## config.mk

```make
export PLATFORM = sky130hd
export DESIGN_NAME = v_clkgate_ctrl
export DESIGN_NICKNAME = d
export VERILOG_FILES = /design/src/rtl/v_pkg.sv /design/src/rtl/v_clkgate_unit.sv /design/src/rtl/v_clkgate_ctrl.sv
export SDC_FILE = /design/constraint.sdc
export NUM_CORES = 1
export LEC_CHECK = 0
export CAP_MARGIN = 20
export CORE_MARGIN = 2
export CORE_UTILIZATION = 30
export CTS_BUF_LIST = sky130_fd_sc_hd__clkbuf_2
export CTS_CLUSTER_SIZE = 8
export DETAILED_ROUTE_END_ITERATION = 10
export GPL_ROUTABILITY_DRIVEN = 1
export PLACE_DENSITY = 0.58
export SLEW_MARGIN = 20
export SYNTH_ARGS = -nofsm -noshare
export SYNTH_HDL_FRONTEND = slang
export SYNTH_SLANG_ARGS = --single-unit
```

## constraint.sdc

```tcl
create_clock -name clk -period 2.5 [get_ports clk]
set_input_delay 0.5 -clock clk [delete_from_list [all_inputs] [get_ports clk]]
set_output_delay 0.5 -clock clk [all_outputs]
set_load 0.01 [all_outputs]
```

## src/rtl/v_pkg.sv

```systemverilog
// Shared types and constants for the vector
// coprocessor clock-gating controller.
package v_pkg;

  typedef enum logic [1:0] {
    CG_OFF,
    CG_WAKE,
    CG_ON,
    CG_HOLD
  } cg_state_t;

  localparam int CG_WAKE_DEF = 2;
  localparam int CG_HOLD_DEF = 4;

  localparam int CG_VALU  = 0;
  localparam int CG_VMUL  = 1;
  localparam int CG_VRED  = 2;
  localparam int CG_VSLDU = 3;
  localparam int CG_VLSU  = 4;

endpackage

```

## src/rtl/v_clkgate_unit.sv

```systemverilog
// One gated channel: wake/hold FSM, countdown,
// busy tracking and sticky done-without-busy error.
module v_clkgate_unit
  import v_pkg::*;
#(
  parameter int WAKE_CYCLES = CG_WAKE_DEF,
  parameter int HOLD_CYCLES = CG_HOLD_DEF,
  parameter int CNT_W       = 8
) (
  input  logic clk,
  input  logic nrst,
  input  logic req,
  input  logic done,
  input  logic force_on,
  output logic gate_en,
  output logic ready,
  output logic busy,
  output logic err
);

  localparam logic [CNT_W-1:0] WAKE_LD =
    CNT_W'(WAKE_CYCLES > 0 ? WAKE_CYCLES - 1 : 0);
  localparam logic [CNT_W-1:0] HOLD_LD =
    CNT_W'(HOLD_CYCLES > 0 ? HOLD_CYCLES - 1 : 0);
  localparam logic [CNT_W-1:0] ONE = CNT_W'(1);

  cg_state_t        state_q, state_d;
  logic [CNT_W-1:0] cnt_q, cnt_d;
  logic             gate_q, gate_d;
  logic             ready_q, ready_d;
  logic             busy_q, busy_d;
  logic             err_q, err_d;
  logic             accept;

  // Next state, countdown and status bits; CE/ready
  // are decoded from the next state so they leave
  // the register cleanly.
  always_comb begin
    state_d = state_q;
    cnt_d   = cnt_q;
    accept  = req & ready_q;
    busy_d  = accept | (busy_q & ~done);
    err_d   = err_q | (done & ~busy_q);
    unique case (state_q)
      CG_OFF: begin
        if (req | force_on) begin
          if (WAKE_CYCLES > 0) begin
            state_d = CG_WAKE;
            cnt_d   = WAKE_LD;
          end else begin
            state_d = CG_ON;
          end
        end
      end
      CG_WAKE: begin
        if (cnt_q == '0) begin
          state_d = CG_ON;
        end else begin
          cnt_d = cnt_q - ONE;
        end
      end
      CG_ON: begin
        if (!req && !busy_d && !force_on) begin
          if (HOLD_CYCLES > 0) begin
            state_d = CG_HOLD;
            cnt_d   = HOLD_LD;
          end else begin
            state_d = CG_OFF;
          end
        end
      end
      CG_HOLD: begin
        if (req | force_on) begin
          state_d = CG_ON;
        end else if (cnt_q == '0) begin
          state_d = CG_OFF;
        end else begin
          cnt_d = cnt_q - ONE;
        end
      end
      default: state_d = CG_OFF;
    endcase
    gate_d  = (state_d != CG_OFF);
    ready_d = (state_d == CG_ON) |
              (state_d == CG_HOLD);
  end

  // State and registered outputs; reset drops any
  // in-flight busy state.
  always_ff @(posedge clk or negedge nrst) begin
    if (!nrst) begin
      state_q <= CG_OFF;
      cnt_q   <= '0;
      gate_q  <= 1'b0;
      ready_q <= 1'b0;
      busy_q  <= 1'b0;
      err_q   <= 1'b0;
    end else begin
      state_q <= state_d;
      cnt_q   <= cnt_d;
      gate_q  <= gate_d;
      ready_q <= ready_d;
      busy_q  <= busy_d;
      err_q   <= err_d;
    end
  end

  assign gate_en = gate_q;
  assign ready   = ready_q;
  assign busy    = busy_q;
  assign err     = err_q;

endmodule

```

## src/rtl/v_clkgate_ctrl.sv

```systemverilog
// Clock-gating controller top: one FSM per vector
// unit, plus the shared stall and error reduction.
module v_clkgate_ctrl
  import v_pkg::*;
#(
  parameter int NUM_UNITS   = 5,
  parameter int WAKE_CYCLES = CG_WAKE_DEF,
  parameter int HOLD_CYCLES = CG_HOLD_DEF,
  parameter int CNT_W       = 8
) (
  input  logic                 clk,
  input  logic                 nrst,
  input  logic [NUM_UNITS-1:0] unit_req,
  input  logic [NUM_UNITS-1:0] unit_done,
  input  logic                 force_on,
  output logic [NUM_UNITS-1:0] gate_en,
  output logic [NUM_UNITS-1:0] unit_ready,
  output logic [NUM_UNITS-1:0] unit_busy,
  output logic                 stall,
  output logic                 err
);

  logic [NUM_UNITS-1:0] err_u;

  for (genvar g = 0; g < NUM_UNITS; g++) begin : g_unit
    v_clkgate_unit #(
      .WAKE_CYCLES (WAKE_CYCLES),
      .HOLD_CYCLES (HOLD_CYCLES),
      .CNT_W       (CNT_W)
    ) u_unit (
      .clk      (clk),
      .nrst     (nrst),
      .req      (unit_req[g]),
      .done     (unit_done[g]),
      .force_on (force_on),
      .gate_en  (gate_en[g]),
      .ready    (unit_ready[g]),
      .busy     (unit_busy[g]),
      .err      (err_u[g])
    );
  end

  assign stall = |(unit_req & ~unit_ready);
  assign err   = |err_u;

endmodule

```

==> flow_summary.json, run 1 <==
{
  "status": "completed",
  "worstRegToRegCells": 7,
  "cts_inserted_buffers": 9,
  "grt_max_degree": 71,
  "fin_area_mm2": 0.00437,
  "report.final.slew_viol_count": 0,
  "crit_required_ps": 2000,
  "post_drt_wl_per_cell_um": 12.6,
  "wl_met3_um": 359,
  "cts_tree": "built",
  "top_layer": "met4",
  "synth.distinct_cells": 59,
  "reg2reg_to": "g_unit[4].u_unit.cnt_q[7]$_DFFE_PN0P_",
  "min_period_ps": 2260,
  "die_h_um": 116,
  "crit_type": "in -> out",
  "startpoint_type": "primary input",
  "crit_path_end_kind": "output port",
  "hold_viol": 0,
  "critical_path.max_stage_delay_ps": 460,
  "finalCritPeriodShare_pct": 90.2,
  "syn_avg_cell_area_um2": 9.42,
  "tightest_slew_ps": 478,
  "clock_latency_ps": 520,
  "setup_viol": 0,
  "grtUsageTotal_pct": 12.5,
  "syn-num-nets": 421,
  "synth_area_leaders": "dfrtp_1, nor2_1, ha_1",
  "drive_above_1_share_pct": 13.7,
  "ioPinCount": 30,
  "worstPathArrival_ps": 1760,
  "rrSetupSlack_ps": 340,
  "core_mm2": 0.0121,
  "max_slew_margin_pct": 67.3,
  "netlist_instances": 398,
  "drc_errors": 0,
  "grt_pass1_wl_mm": 13.3,
  "rsz0062_at_grt": "false",
  "io_buffers": 29,
  "max_freq_mhz": 443,
  "dpl_cell_area_mm2": 0.00428,
  "fin_nets": 464,
  "synth_area_mm2": 0.00375,
  "first_pass_iters": 4,
  "crit_chain": "clkdlybuf4s50_1 > a222oi_1 > buf_4 > o221ai_1 > clkbuf_2",
  "root_buffer": "clkbuf_2",
  "cp_max_fo": 2,
  "slowest_stage": "clkdlybuf4s50_1",
  "via_count": 2913,
  "dp_hpwl_mm": 5.58,
  "cts_max_path_buffers": 2,
  "whs_ps": 489,
  "timing.rr.start": "g_unit[4].u_unit.cnt_q[0]$_DFFE_PN0P_",
  "yosysMostFrequentCell": "dfrtp_1",
  "max_cap_viol_count": 0,
  "via_per_inst": 4.75,
  "leakage_nw": 1.92,
  "endpoint": "stall",
  "regArea_mm2": 0.00175,
  "p_per_area_mw_per_mm2": 904,
  "cp-startpoint": "unit_req[3]",
  "dieWidth_um": 116,
  "vdd_drop_max_uv": 313,
  "synthToLayoutAreaGrowth_pct": 16.7,
  "clock_skew_ps": 18.8,
  "clock-sinks": 70,
  "synth_edf_count": 0,
  "diodes": 0,
  "fillCellCount": 1206,
  "h-tree-depth": 3,
  "path_clk_slew_ps": 200,
  "routedLengthMet1_mm": 3.71,
  "initial_utilization_pct": 31.0,
  "yosys_warnings": 0,
  "synthFlopType": "dfrtp_1",
  "die-area_mm2": 0.0134,
  "wirelength_mm": 7.75,
  "wl_met2_mm": 3.56,
  "synthTopCellsByCount": "dfrtp_1, nor2_1, inv_1, nand2_1, o21ai_0",
  "synth_top_area_share_pct": 46.7,
  "ys_seq_area_share_pct": 46.7,
  "first_iter_violations": 178,
  "grt_overflow_total": 0,
  "ys_ff_latch": 70,
  "async_flop_share_pct": 100,
  "hold_class": "reg -> reg",
  "globalplace.congestion": 0.784,
  "rows": 40,
  "multi_input_area_mm2": 0.00173,
  "antenna_found_initial": 0,
  "synth_top_area_cell": "dfrtp_1",
  "postRouteAntennaNets": 0,
  "first_global_vias": 2866
}
==> per-layer routing <==
| metal | GRT usage, % | vias up |
|---|---|---|
| met4 | 4.68 | 0 |
| met1 | 16.0 | 1369 |
| met2 | 20.0 | 55 |
| li1 | - | 1475 |
| met3 | 3.92 | 14 |
| met5 | 0 | - |
==> cell families (layout without fill, tap and decap cells) <==
family,Yosys count,after routing,synth area share [%]
buffers and inverters,52,99,7.04
adder cells (fa/ha/maj),10,10,3.34
AO/OA/AOI/OAI,78,78,13.7
AND/OR/NAND/NOR,168,168,24.1
multiplexers,9,9,2.54
XOR/XNOR,11,11,2.57
flip-flops,70,70,46.7
==> registers in the layout, summed over array words and instances (netlist names) <==
name,flops
g_unit.u_unit.cnt_q,40
g_unit.u_unit.busy,5
g_unit.u_unit.state_q,10
g_unit.u_unit.err,5
g_unit.u_unit.gate_en,5
g_unit.u_unit.ready,5
==> layout make-up <==
cell class / instances / share of cell area [%]
clock buffer: 10 / 1.14
clock inverter: 5 / 0.629
inverter: 32 / 2.75
multi-input combinational: 276 / 39.6
sequential: 70 / 40.1
tap: 168 / 4.81
timing repair buffer: 52 / 11.0
==> timing repair <==
action,4_1_cts,5_1_grt
hold buffers,1,0
pin swaps,0,1
gates resized for setup,1,2
endpoints found under the hold margin,70,0
setup endpoints to repair,1,1
setup buffers,2,0
==> how the worst min path moves through the flow <==
| stage | startpoint | end | slack [ps] | cells after the start |
|---|---|---|---|---|
| finish | g_unit[2].u_unit.err$_DFF_PN0_ | g_unit[2].u_unit.err$_DFF_PN0_ | 490 | 1 |
| global placement | g_unit[0].u_unit.err$_DFF_PN0_ | g_unit[0].u_unit.err$_DFF_PN0_ | 450 | 1 |
| detailed placement | g_unit[2].u_unit.err$_DFF_PN0_ | g_unit[2].u_unit.err$_DFF_PN0_ | 450 | 1 |
| global route | nrst | g_unit[2].u_unit.cnt_q[4]$_DFFE_PN0P_ | 490 | 3 |
| CTS | nrst | g_unit[2].u_unit.cnt_q[4]$_DFFE_PN0P_ | 470 | 3 |
| floorplan | nrst | g_unit[0].u_unit.busy$_DFF_PN0_ | 200 | 0 |
==> through the flow <==
stage	utilization, %	setup TNS, ps	worst slack, ps	std cells	power [W]
floorplan	-	0	558	398	0.00294
global placement	35.3	-90.5	-90.5	595	0.00338
detailed placement	35.3	-116	-97.9	595	0.00345
CTS	36.1	0	24.8	613	0.00401
global route	36.1	0	77.6	613	0.00432
finish	36.1	0	245	613	0.00395
==> cells in the final DEF (no fill, tap or decap), drive strengths merged, types with 5 or more instances in the layout <==
| cell | n |
|---|---|
| nand2b | 9 |
| nand3 | 14 |
| clkbuf | 11 |
| ha | 10 |
| nor3 | 18 |
| clkdlybuf4s50 | 27 |
| inv | 32 |
| or3 | 6 |
| or4 | 7 |
| xnor2 | 9 |
| o21ai | 27 |
| dfrtp | 70 |
| nand2 | 28 |
| nand4 | 5 |
| buf | 23 |
| a21oi | 16 |
| nor2 | 53 |
| mux2i | 5 |
| nor4 | 7 |
| a21o | 8 |
==> report_power, final <==
group          switching, W  internal [W]
sequential         0.000353       0.00146
combinational      0.000862      0.000758
clock              0.000400      0.000123
==> critical path: cells and delay by family <==
family / cells / cell delay, ps
buffers and inverters: 3 / 780
AO/OA/AOI/OAI: 2 / 470
(Power assumes the default switching activity.)
==> inputs of run 2 (changes only) <==
Settings changed: CORE_MARGIN 2 to 1.5, SLEW_MARGIN 20 to 10.
==> flow_summary.json, run 2 (same netlist as run 1, synthesis figures left out) <==
{
  "status": "completed",
  "min_period_ps": 2280,
  "fin_nets": 467,
  "fin_area_mm2": 0.00443,
  "grt_overflow_total": 0,
  "whs_ps": 393,
  "clock_latency_ps": 540,
  "largest_reg_flops": 40,
  "final_common_cell": "dfrtp_1",
  "power_frac_comb_pct": 39.1,
  "p_clk_share_pct": 16.8,
  "reg_top3": "g_unit.u_unit.cnt_q: 40 flops, g_unit.u_unit.state_q: 10 flops",
  "cts_max_path_buffers": 2,
  "via_count": 2935,
  "wirelength_mm": 7.55,
  "ioPinCount": 30,
  "crit_type": "reg -> out",
  "first_global_vias": 2836,
  "rrSetupSlack_ps": 360,
  "worstRegToRegCells": 7,
  "leakage_nw": 1.93,
  "postRouteAntennaNets": 0,
  "dieWidth_um": 115,
  "max_cap_viol_count": 0,
  "grtUsageTotal_pct": 12.7,
  "core_mm2": 0.0121,
  "cts_tree": "built",
  "grt_pass1_wl_mm": 13.2,
  "p_sw_w": 0.00164,
  "p_sw_share_pct": 40.0,
  "clock_skew_ps": 27.8,
  "timing.rr.start": "g_unit[4].u_unit.cnt_q[0]$_DFFE_PN0P_",
  "dpl_cell_area_mm2": 0.00429,
  "finalCritPeriodShare_pct": 91.3,
  "diodes": 0,
  "postLayoutCoreUtil_pct": 36.5,
  "tightest_slew_ps": 571,
  "cp-startpoint": "g_unit[3].u_unit.ready$_DFF_PN0_",
  "regArea_mm2": 0.00175,
  "initial_utilization_pct": 31.0,
  "crit_required_ps": 2000,
  "multi_input_area_mm2": 0.00173,
  "rsz0062_at_grt": "false",
  "report.final.slew_viol_count": 0,
  "dp_hpwl_mm": 5.61,
  "globalplace.congestion": 0.835,
  "rows": 40,
  "grt_max_degree": 53,
  "setup_viol": 0,
  "antenna_found_initial": 0,
  "cts_inserted_buffers": 9,
  "max_slew_margin_pct": 61.8,
  "worstPathArrival_ps": 1780,
  "startpoint_type": "register",
  "top_register": "g_unit.u_unit.cnt_q",
  "clock-sinks": 70,
  "h-tree-depth": 3,
  "vdd_drop_max_uv": 471,
  "hold_class": "in -> async",
  "p_seq_share_pct": 44.1,
  "io_buffers": 29,
  "p_per_area_mw_per_mm2": 926,
  "first_pass_iters": 4,
  "post_drt_wl_per_cell_um": 12.2,
  "path_clk_slew_ps": 230,
  "via_per_inst": 4.76,
  "synthToLayoutAreaGrowth_pct": 18.1,
  "p_int_w": 0.00246,
  "max_freq_mhz": 438,
  "drive_above_1_share_pct": 14.5,
  "drc_errors": 0,
  "die-area_mm2": 0.0132,
  "hold_viol": 0,
  "layout_common_cells": "dfrtp_1, nor2_1, inv_1, nand2_1, clkdlybuf4s50_1",
  "root_buffer": "clkbuf_2",
  "fillCellCount": 1266,
  "cp_max_fo": 2,
  "die_h_um": 115,
  "first_iter_violations": 111,
  "crit_path_end_kind": "output port"
}
## run 2: cell count changes in the layout (fill, tap and decap cells not counted), sizes merged
cell and change:
buf +3, inv +2, clkinv -4, clkinvlp +2
bufinv +1
## run 2: worst max-delay path, stage by stage (launching register included)
cell,delay [ps]
dfrtp_1,410
inv_1,50
a222oi_1,370
buf_4,190
o221ai_1,100
clkbuf_2,150
## run 2: per-stage QoR
stage | instances | setup TNS, ps | setup slack (ps) | total power [W]
after floorplan | 398 | 0 | 558 | 0.00294
after global placement | 598 | -98.2 | -98.2 | 0.00339
after detailed placement | 598 | -184 | -142 | 0.00343
after CTS | 617 | 0 | 12.2 | 0.00416
after global routing | 617 | 0 | 13.2 | 0.00446
final | 617 | 0 | 218 | 0.00410
## run 2: cell type report
class | instances | area share (%)
clock buffer | 10 | 1.13
clock inverter | 6 | 1.58
inverter | 32 | 2.71
multi-input combinational | 276 | 39.2
sequential | 70 | 39.6
tap | 168 | 4.75
timing repair buffer | 55 | 11.1
## run 2: power by group through the flow
| stage | Sequential [W] | Combinational, W | Clock, W |
|---|---|---|---|
| 3_5_place_dp | 0.00184 | 0.00160 | 0 |
| 5_1_grt | 0.00187 | 0.00183 | 0.000766 |
| 6_report | 0.00181 | 0.00160 | 0.000689 |
| 4_1_cts | 0.00181 | 0.00163 | 0.000723 |
| 3_3_place_gp | 0.00183 | 0.00156 | 0 |
| 2_1_floorplan | 0.00173 | 0.00121 | 0 |
## run 2: routing by layer
layer,global-route usage (%),vias to the layer above,share of wire (%)
met5,0,-,0
met4,4.69,0,1.6
met3,4.11,11,4.2
met2,20.9,47,46
met1,15.8,1395,48
li1,-,1482,-
## run 2: final timing paths
| path | endpoint |
|---|---|
| setup reg to reg | g_unit[4].u_unit.cnt_q[5]$_DFFE_PN0P_ |
| max in group asynchronous | g_unit[3].u_unit.cnt_q[7]$_DFFE_PN0P_ |
| hold / removal | g_unit[2].u_unit.cnt_q[3]$_DFFE_PN0P_ |
| hold reg to reg | g_unit[0].u_unit.err$_DFF_PN0_ |
| setup / recovery | stall |
| min in group clk | g_unit[0].u_unit.err$_DFF_PN0_ |
## run 2: what timing repair did
item | in CTS | in global routing
cloned | 0 | 0
setup buffers | 2 | 0
endpoints found under the hold margin | 18 | 0
pin swaps | 1 | 1
hold buffers | 1 | 0
setup endpoints to repair | 1 | 1
gates resized for setup | 1 | 2
==> inputs of run 3 (changes only) <==
Settings changed: CTS_CLUSTER_SIZE 8 to unset.
==> results of run 3 <==
Same layout as run 2: the final DEF is identical, and so are final timing and power.
